`src/rtl/fifo_write_arbiter.sv`:
```
// Round-robin arbiter sharing one FIFO write port among NUM_REQ valid/ready producers.
// A grant lasts up to MAX_BURST words; ownership hands over with no idle cycle.

module fifo_write_arbiter_lane #(
  parameter int DATA_W = 8
) (
  input  logic              sel,
  input  logic              valid,
  input  logic              full,
  input  logic [DATA_W-1:0] data,
  output logic              ready,
  output logic [DATA_W-1:0] data_out
);
  assign ready    = sel & valid & ~full;
  assign data_out = ready ? data : '0;
endmodule

module fifo_write_arbiter #(
  parameter int NUM_REQ   = 4,
  parameter int DATA_W    = 8,
  parameter int MAX_BURST = 4
) (
  input  logic                        clk,
  input  logic                        rst_n,
  input  logic [NUM_REQ-1:0]          req_valid,
  input  logic [NUM_REQ*DATA_W-1:0]   req_data,
  output logic [NUM_REQ-1:0]          req_ready,
  input  logic                        fifo_full,
  output logic                        fifo_write_en,
  output logic [DATA_W-1:0]           fifo_data_in,
  output logic [$clog2(NUM_REQ)-1:0]  grant_id,
  output logic                        busy
);
  localparam int ID_W  = $clog2(NUM_REQ);
  localparam int CNT_W = $clog2(MAX_BURST) + 1;
  localparam logic [ID_W:0]    NREQ      = (ID_W+1)'(NUM_REQ);
  localparam logic [ID_W-1:0]  LAST_ID   = ID_W'(NUM_REQ - 1);
  localparam logic [CNT_W-1:0] BEAT_LAST = CNT_W'(MAX_BURST - 1);

  typedef enum logic {IDLE, GRANT} state_t;

  state_t                          state, state_n;
  logic [ID_W-1:0]                 grant_n, rr_ptr, rr_n;
  logic [CNT_W-1:0]                beat_cnt, beat_n;
  logic [NUM_REQ-1:0]              sel;
  logic [NUM_REQ-1:0][DATA_W-1:0]  lane_data;

  // Per-lane ready/data gating; only the owner's lane can pass anything.
  for (genvar i = 0; i < NUM_REQ; i++) begin : g_lane
    assign sel[i] = rst_n & (state == GRANT) & (grant_id == ID_W'(i));
    fifo_write_arbiter_lane #(.DATA_W(DATA_W)) u_lane (
      .sel      (sel[i]),
      .valid    (req_valid[i]),
      .full     (fifo_full),
      .data     (req_data[i*DATA_W +: DATA_W]),
      .ready    (req_ready[i]),
      .data_out (lane_data[i])
    );
  end

  always_comb begin
    fifo_data_in = '0;
    for (int i = 0; i < NUM_REQ; i++) fifo_data_in |= lane_data[i];
  end

  assign fifo_write_en = |req_ready;
  assign busy          = (state == GRANT);

  // Rotate requests so bit 0 is rr_ptr, pick the lowest set bit, rotate back.
  logic [2*NUM_REQ-1:0] dbl;
  logic                 arb_any;
  logic [ID_W-1:0]      arb_off, arb_idx, arb_nxt;
  logic [ID_W:0]        arb_sum;

  assign dbl = {req_valid, req_valid} >> rr_ptr;

  always_comb begin
    arb_any = 1'b0;
    arb_off = '0;
    for (int k = NUM_REQ - 1; k >= 0; k--) begin
      if (dbl[k]) begin
        arb_any = 1'b1;
        arb_off = ID_W'(k);
      end
    end
    arb_sum = {1'b0, rr_ptr} + {1'b0, arb_off};
    arb_idx = (arb_sum >= NREQ) ? ID_W'(arb_sum - NREQ) : ID_W'(arb_sum);
    arb_nxt = (arb_idx == LAST_ID) ? '0 : arb_idx + 1'b1;
  end

  logic own_valid, burst_end;
  assign own_valid = |(req_valid & sel);
  assign burst_end = (fifo_write_en && beat_cnt == BEAT_LAST) || !own_valid;

  always_comb begin
    state_n = state;
    grant_n = grant_id;
    beat_n  = beat_cnt;
    rr_n    = rr_ptr;
    case (state)
      IDLE: begin
        if (arb_any) begin
          state_n = GRANT;
          grant_n = arb_idx;
          beat_n  = '0;
          rr_n    = arb_nxt;
        end
      end
      GRANT: begin
        if (fifo_write_en) beat_n = beat_cnt + 1'b1;
        if (burst_end) begin
          // Same-cycle re-arbitration keeps the port busy across handovers.
          if (arb_any) begin
            grant_n = arb_idx;
            beat_n  = '0;
            rr_n    = arb_nxt;
          end else begin
            state_n = IDLE;
            beat_n  = '0;
          end
        end
      end
      default: state_n = IDLE;
    endcase
  end

  always_ff @(posedge clk) begin
    if (!rst_n) begin
      state    <= IDLE;
      grant_id <= '0;
      beat_cnt <= '0;
      rr_ptr   <= '0;
    end else begin
      state    <= state_n;
      grant_id <= grant_n;
      beat_cnt <= beat_n;
      rr_ptr   <= rr_n;
    end
  end
endmodule

```
`config.mk`:
```
export PLATFORM = sky130hd
export DESIGN_NAME = fifo_write_arbiter
export DESIGN_NICKNAME = d
export VERILOG_FILES = /design/src/rtl/fifo_write_arbiter.sv
export SDC_FILE = /design/constraint.sdc
export NUM_CORES = 1
export LEC_CHECK = 0
export ABC_AREA = 1
export CAP_MARGIN = 20
export CELL_PAD_IN_SITES_DETAIL_PLACEMENT = 0
export CELL_PAD_IN_SITES_GLOBAL_PLACEMENT = 2
export CORE_AREA = 2 2 73 75
export DETAILED_ROUTE_END_ITERATION = 10
export DIE_AREA = 0 0 75 77
export PLACE_DENSITY_LB_ADDON = 0.1
export SETUP_SLACK_MARGIN = 0.05
export SLEW_MARGIN = 20
export SYNTH_ARGS = -nofsm -noshare
export SYNTH_HDL_FRONTEND = slang
export SYNTH_SLANG_ARGS = --single-unit
```
`constraint.sdc`:
```
create_clock -name clk -period 4.03 [get_ports clk]
set_input_delay 0.6045 -clock clk [delete_from_list [all_inputs] [get_ports clk]]
set_output_delay 0.6045 -clock clk [all_outputs]
set_load 0.01 [all_outputs]
```
==> impl.org, run 1 <==
** Clocking
- For this design, the sink count on the clock tree is 8.
- The tree is rooted in a clkbuf_8.
- In this run, post-CTS hold repair placed 0 buffers.
- Number of buffers added for setup after CTS :: 0
- Source-to-sink clock delay at the later pin of the worst-skew pair :: 230 ps
- TritonCTS built the clock tree.
- In this run the number of H-tree levels came out at 1.
- Number of CTS-inserted buffers :: 3
- Number of buffers on the longest clock path :: 2
- Cts repair resizes :: 0
- Clock transition at the registers of the reported paths :: 40 ps

** Floorplanning
- Core outline area :: 4980 um^2
- Die Footprint :: 5780 um^2
- Floorplan die height :: 77 um
- Top Ports :: 55
- Row generation in the floorplan step produced 26 rows.
- Floorplan die width :: 75 um
- For this configuration, the core starts out at a cell density of 17.6%.

** Global routing
- Pin count of the biggest net entering global routing :: 10
- The first global-routing pass estimated 4870 um of wire.
- Vias in the first global route :: 1,078
- In the global route stage, overall resource usage came out at 10.7%.
- Remaining Overflow, GRT :: 0
- The number of antenna violations at the first check in global routing came to 0.

** Hold path
- The tightest min-delay check is of the flip-flop to flip-flop type.

** Critical path
- Critical path startpoint category :: input pin
- For this run, the slowest stage of the critical path takes 550 ps.
- The worst setup path is captured at an output port.
- The worst register-to-register path has a setup slack of 1910 ps.
- Along the worst path, the maximum fanout reaches 9.
- The critical path is of the input pin to output port type.
- Among all stages on the critical path, the largest delay is contributed by clkdlybuf4s50_1.
- Walking the worst path, the cells encountered are clkdlybuf4s50_1 > nand3_1 > nor2_1 > nand2_1 > clkinv_1 > nand2_1 > nand4_1 > clkdlybuf4s50_1.
- Worst path required time :: 3430 ps
- Arrival @ worst endpoint :: 2390 ps

** Finish
- Nets :: 252
- Summed area of non-filler cells in the final layout :: ~1500 um^2
- Compared with the post-synthesis result, the final layout area differs by 72.9%.
- Proportion of layout cells with a drive suffix above 1 :: 8.70%
- Antenna Cells :: 0

** Yosys
- Sequential-to-total area share from yosys stat :: 18.3%
- Share of the synthesized area in the top cell type :: 25.7%
- Count of distinct cell types in the synthesized netlist :: 17
- Synthesis produced a netlist whose cell count is 154.
- Yosys printed 0 warnings.
- Mean post-synth cell area :: 5.70 um^2
- The synthesized design contains 8 register bits.
- Leading post-synthesis cells by cell area :: nand2_1, dfxtp_1, nand3_1
- Netlist Area Pre-Place :: slightly below 900 um^2
- The largest total area in the synthesized netlist belongs to nand2_1.
- Synthesized net count :: 197

** Timing
- For the final database, setup skew stands at 2.18 ps.
- Setup violations remaining at the end of the flow were counted as 0.
- Remaining max-slew budget at the tightest pin :: 78.4%
- Min Clock Period, post-route :: approximately 3000 ps
- Final Worst Setup Slack :: between 1000 and 1500 ps
- Of the available clock period, the critical path in the final layout requires approximately 74%.
- Static timing analysis puts the maximum clock frequency at 0.334 GHz.
- RSZ-0062 raised after global routing :: false
- For the pin with the worst max-slew slack, the measured transition is 324 ps.
- Setup TNS :: 0 ps
- The final-report max-slew violation count was 0.
- The hold violation total from the final report is 0.

** Outcome
- Run status :: complete, no violations

** Routing
- Vias per std cell :: just over 4
- Count of routing violations after the opening detailed-route iteration :: 33
- The first TritonRoute pass finished after 4 iterations.
- Routed Antenna Nets :: 0
- In the routed design, unresolved DRC markers number 0.
- Routed WL per cell :: roughly 11 um
- Total number of vias :: ~1,100
- The final layout contains routed wiring with a total length of 3110 um.

** Placement
- Area of placed instances :: 1480 um^2
- Summed over all nets, the half-perimeter wirelength after detailed placement is 2560 um.
- Port-buffer cells :: 54
- Final weighted congestion of routability-driven global placement :: 0.749
- Worst slack, placed :: 1020 ps

** Power and ir drop
- In this run the static leakage power is 0.628 nW.
- Power density over the cells :: 393 nW/um^2
- IR analysis of the VDD net gives a maximum drop of 222 uV.
- After layout, the design draws a total of 596 uW.

** Flow run
- Number of maximum-capacitance constraint violations :: 0
logic make-up (layout without fill, tap and decap cells):
| kind of cell | after synthesis | in the layout | share of synthesized area (%) |
|---|---|---|---|
| and+or+nand+nor | 111 | 111 | 58.8 |
| buffers and inverters | 20 | 73 | 10.3 |
| xor gates and xnor gates | 1 | 1 | 0.999 |
| DFF | 8 | 8 | 18.3 |
| AOI/OAI and AO/OA | 10 | 10 | 5.99 |
| adders and majority gates | 4 | 4 | 5.71 |
cell usage in the layout (no fill, tap or decap), drive strengths merged:
cell,synthesis,layout
dfxtp,8,8
a21boi,1,1
clkinv,4,4
nand3,19,19
a21oi,9,9
inv,12,12
nor2,13,13
xnor2,1,1
ha,4,4
clkbuf,0,3
nand2,70,70
clkdlybuf4s50,0,54
nand4,9,9
synthesized netlist by cell type (all sizes together):
cell	instances
a21boi	1
a21oi	9
buf	4
clkinv	4
dfxtp	8
ha	4
inv	12
nand2	70
nand3	19
nand4	9
nor2	13
xnor2	1
stage by stage:
stage,hold WS [ps],instances,util [%]
2_1_floorplan,439,154,-
3_3_place_gp,454,274,29.6
3_5_place_dp,457,274,29.6
4_1_cts,465,277,30.5
5_1_grt,505,277,30.5
6_report,470,277,30.5
area by class of cell:
cell class,instances,area [um^2]
timing repair buffer,54,541
inverter,16,60.1
multi-input combinational,126,627
sequential,8,160
fill,554,3460
clock buffer,3,41.3
tap,70,87.6
critical path: cells and delay by family:
family	cells	cell delay, ps
buf+inv	3	1270
simple gates	5	510
registers in the layout (all words and copies together) (netlist names):
register	cells
beat_cnt	3
busy	1
grant_id	2
rr_ptr	2
where the power goes:
part / total [mW] / internal (mW) / switching [mW]
Combinational: 0.371 / 0.159 / 0.212
Sequential: 0.127 / 0.0990 / 0.0277
Clock: 0.0984 / 0.0649 / 0.0335
Total: 0.596 / 0.323 / 0.273
final timing paths:
check              start         endpoint  depth (start not counted)
max                rst_n  fifo_data_in[3]                          8
min reg2reg  beat_cnt[1]      beat_cnt[1]                          2
max reg2reg    rr_ptr[0]        rr_ptr[1]                         15
min          beat_cnt[1]      beat_cnt[1]                          2
layer usage:
metal	vias to the layer above	track usage (%)	share of wire (%)
met3	5	1.84	6.5
met2	33	17.4	46
met1	490	14.2	47
met5	-	0	0
met4	0	3.21	1.2
li1	606	-	-
Power figures use the tool's default switching activity.
==> run 2, diff against run 1 <==
--- a/config.mk
+++ b/config.mk
@@ -9,9 +9,9 @@
 export CAP_MARGIN = 20
 export CELL_PAD_IN_SITES_DETAIL_PLACEMENT = 0
 export CELL_PAD_IN_SITES_GLOBAL_PLACEMENT = 2
-export CORE_AREA = 2 2 73 75
+export CORE_AREA = 2 2 80 82
 export DETAILED_ROUTE_END_ITERATION = 10
-export DIE_AREA = 0 0 75 77
+export DIE_AREA = 0 0 82 84
 export PLACE_DENSITY_LB_ADDON = 0.1
 export SETUP_SLACK_MARGIN = 0.05
 export SLEW_MARGIN = 20
==> constraint.sdc (replaced) <==
create_clock -name clk -period 2.5 [get_ports clk]
set_input_delay 0.375 -clock clk [delete_from_list [all_inputs] [get_ports clk]]
set_output_delay 0.375 -clock clk [all_outputs]
set_load 0.01 [all_outputs]
==> run 2 against run 1 <==
  * Flip-flop and latch count unchanged
  * Critical path depth decreased by 1
  * Hold slack got worse by 8.0 ps
  * Global-route usage decreased by 0.85 points
  * Core utilization decreased by 3.8 points
  * Register-to-register slack got worse by 1500 ps
  * Clock skew about the same
  * Clock-buffer cell count unchanged
  * Sequential share of layout area decreased by 0.70 points
  * Highest routed layer unchanged
==> impl.org, run 2 (same netlist as run 1, synthesis figures left out) <==
** Placement
- Estimated wirelength of the detail-placed design :: 2810 um (+9.7%)
- The routability congestion estimate is 0.673 (-10%).
- The placed instance area came to 1540 um^2 (+4.2%).
- The minimum setup slack after placement was -21.8 ps (-1040 ps).
- # placed instances :: 288 (+5.1%)
- The number of port buffers came to 54 (unchanged).

** Finish
- Most common library cell in the layout ignoring fill and taps :: nand2_1
- Non-filler instance count after layout :: 291 (+5.1%)
- The final standard cell area without fillers came to 1620 um^2 (+7.1%).
- The register with the most flip-flops in the final layout is beat_cnt.
- Proportion of layout cells with a drive suffix above 1 :: 15.4% (+6.7 points)
- Final core utilization :: 26.6% (-3.8 points)
- # fillers :: 693 (+25%)
- Largest regs :: beat_cnt: 3 flops, grant_id: 2 flops, rr_ptr: 2 flops
- Flip-flop count of the largest register, all copies and words added :: 3 (unchanged)
- Leaving out fill and tap cells, the most frequent cells in the layout are nand2_1, clkdlybuf4s50_1, nand3_1.
- The final layout net count was 259 (+2.8%).
- The antenna diode count came to 0 (unchanged).
- Compared with the post-synthesis result, the final layout area differs by 85.2%.

** Routing
- Post-route DRC violation count :: 0 (unchanged)
- The post-detailed-route count of antenna-violating nets was 0 (unchanged).
- Count of routing violations after the opening detailed-route iteration :: 14 (-58%)
- Length of the first detailed-routing pass in iterations :: 4 (unchanged)
- Routed WL per cell :: 11.6 um (+3.3%)
- Vias per std cell :: 4.02 (-1.8%)
- Drt total wl :: 3370 um (+8.6%)
- The count of vias placed by the detailed router is 1,170 (+3.2%).

** Global routing
- The maximum number of pins on one net before global-route repair is 10 (unchanged).
- The wire length of the first global-routing pass is 5340 um (+9.6%).
- The aggregate global routing overflow was 0 (unchanged).
- The all-layer global routing usage is 9.87% (-0.85 points).
- Vias in the first global route :: 1,114 (+3.3%)
- Antenna violations before repair :: 0 (unchanged)

** Clocking
- H-tree Lvls :: 1 (unchanged)
- The clock insertion delay at the later pin of the skew report is 230 ps (about the same).
- The post-CTS setup buffer count came to 0 (unchanged).
- The tree is rooted in a clkbuf_8.
- The sink count of the clock tree was 8 (unchanged).
- The number of buffers created by CTS came to 3 (unchanged).
- The maximum root-to-sink buffer count was 2 (unchanged).
- The clock transition at the registers of the reported paths is 40 ps (about the same).
- Clock tree from TritonCTS :: done

** Outcome
- Run status :: complete, no violations

** Hold path
- Origin of the worst min-delay path :: beat_cnt[1]
- The count of cells along the worst hold path is 2 (unchanged).
- The tightest min-delay check is of the flip-flop to flip-flop type.
- Worst min-delay path endpoint :: beat_cnt[1]

** Floorplanning
- Top Ports :: 55 (unchanged)
- Floorplan die width :: 82 um (+9.3%)
- Die Footprint :: 6890 um^2 (+19%)
- Effective utilization at floorplan :: 14.4% (-3.2 points)
- The count of standard-cell rows came to 29 (+12%).
- Floorplan die height :: 84 um (+9.1%)
- The core area came to 6100 um^2 (+22%).

** Power and ir drop
- The leakage power came to 0.802 nW (+28%).
- Clock network fraction of design power :: 15.9% (-0.6 points)
- The switching power was 442 uW (+62%).
- The switching share of power came to 44.6% (-1.2 points).
- Comb pwr share :: 63.4% (+1.1 points)
- The internal power was 550 uW (+70%).
- Power density over the cells :: 611 nW/um^2 (+55%)
- Maximum VDD drop :: 263 uV (+19%)
- Sequential share of power :: 20.7% (-0.5 points)
- The total power of the final layout is 992 uW (+66%).

** Critical path
- The worst register-to-register path ends at rr_ptr[1].
- The signal on the critical path passes through clkdlybuf4s50_1 > inv_1 > nand2_1 > inv_4 > nand2_1 > nand4_1 > clkdlybuf4s50_1.
- Among all stages on the critical path, the largest delay is contributed by clkdlybuf4s50_1.
- Arrival @ worst endpoint :: 1850 ps (-540 ps)
- Critical path capture point type :: output port
- Critical register-to-register path startpoint :: rr_ptr[0]
- Critical path startpoint category :: input pin
- Worst path required time :: 2120 ps (-1310 ps)
- Number of cells on the worst reg-to-reg path :: 15 (unchanged)
- Maximum fanout along the worst path :: 9 (unchanged)
- The worst setup slack for register-to-register paths was 400 ps (-1510 ps).
- The critical path in this run is classified as input pin to output port.
- CP max stage delay :: 540 ps (about the same)

** Timing
- Remaining max-slew budget at the tightest pin :: 77.7% (-0.72 points)
- Setup repair after global routing left no endpoint under its margin.
- Min Hold Slack :: 462 ps (-7.95 ps)
- The slew of the pin with the lowest slew margin came to 334 ps (+10.9 ps).
- After layout, the worst path uses 89.1% of the clock period.
- Min Clock Period, post-route :: 2230 ps
- Setup TNS :: 0 ps (unchanged)
- Based on the critical path, the design can be clocked at up to 0.449 GHz.
- The hold violation total from the final report was 0 (unchanged).
- Final Worst Setup Slack :: 272 ps (-764 ps)
- The worst setup skew after layout came to 2.57 ps (+0.389 ps).
- Final setup violation count :: 0 (unchanged)
- The final-report max-slew violation count is 0 (unchanged).

** Flow run
- The number of max-capacitance violations reported is 0 (unchanged).
==> run 2: cell types whose count changed in the layout (fill, tap and decap cells not counted), sizes merged <==
cell,change
clkdlybuf4s50,-10
dlymetal6s2s,+9
buf,+7
clkinv,-3
inv,+3
dlygate4sd2,+1
==> run 2: layer usage <==
| metal | part of all wire, % | global-route usage (%) |
|---|---|---|
| met4 | 0.98 | 2.73 |
| met1 | 46 | 12.5 |
| met2 | 44 | 16.4 |
| met3 | 9.4 | 2.27 |
| met5 | 0 | 0 |
==> run 2: area by class of cell <==
cell class	instances	area, um^2	share of cell area [%]
Multi-Input combinational cell	126	639	39.4
Timing Repair Buffer	61	614	37.8
Sequential cell	8	160	9.86
Tap cell	77	96.3	5.93
Inverter	16	72.6	4.47
Clock buffer	3	41.3	2.54
==> run 2: critical path, delay by kind of cell <==
family / cells / cell delay [ps]
and+or+nand+nor: 3 / 250
buffers and inverters: 4 / 1220
==> run 2: how the worst max path moves through the flow <==
stage / start / to
3_5_place_dp: rst_n / fifo_data_in[5]
3_3_place_gp: rst_n / fifo_data_in[5]
2_1_floorplan: rr_ptr[0] / rr_ptr[1]
5_1_grt: rr_ptr[0] / rr_ptr[1]
6_report: fifo_full / fifo_data_in[0]
4_1_cts: rst_n / fifo_data_in[1]
==> run 2: repair_timing <==
action | 4_1_cts | 5_1_grt
resized for setup | 6 | 16
pin swaps | 0 | 0
hold endpoints to repair | 0 | 0
hold buffers | 0 | 0
endpoints found under the setup margin | 8 | 9
==> run 2: power groups by stage <==
stage | registers [mW] | clock network (mW) | logic [mW]
final | 0.206 | 0.158 | 0.629
after global routing | 0.212 | 0.169 | 0.718
after CTS | 0.204 | 0.162 | 0.640
after detailed placement | 0.206 | 0 | 0.635
after global placement | 0.205 | 0 | 0.638
after floorplan | 0.201 | 0 | 0.401
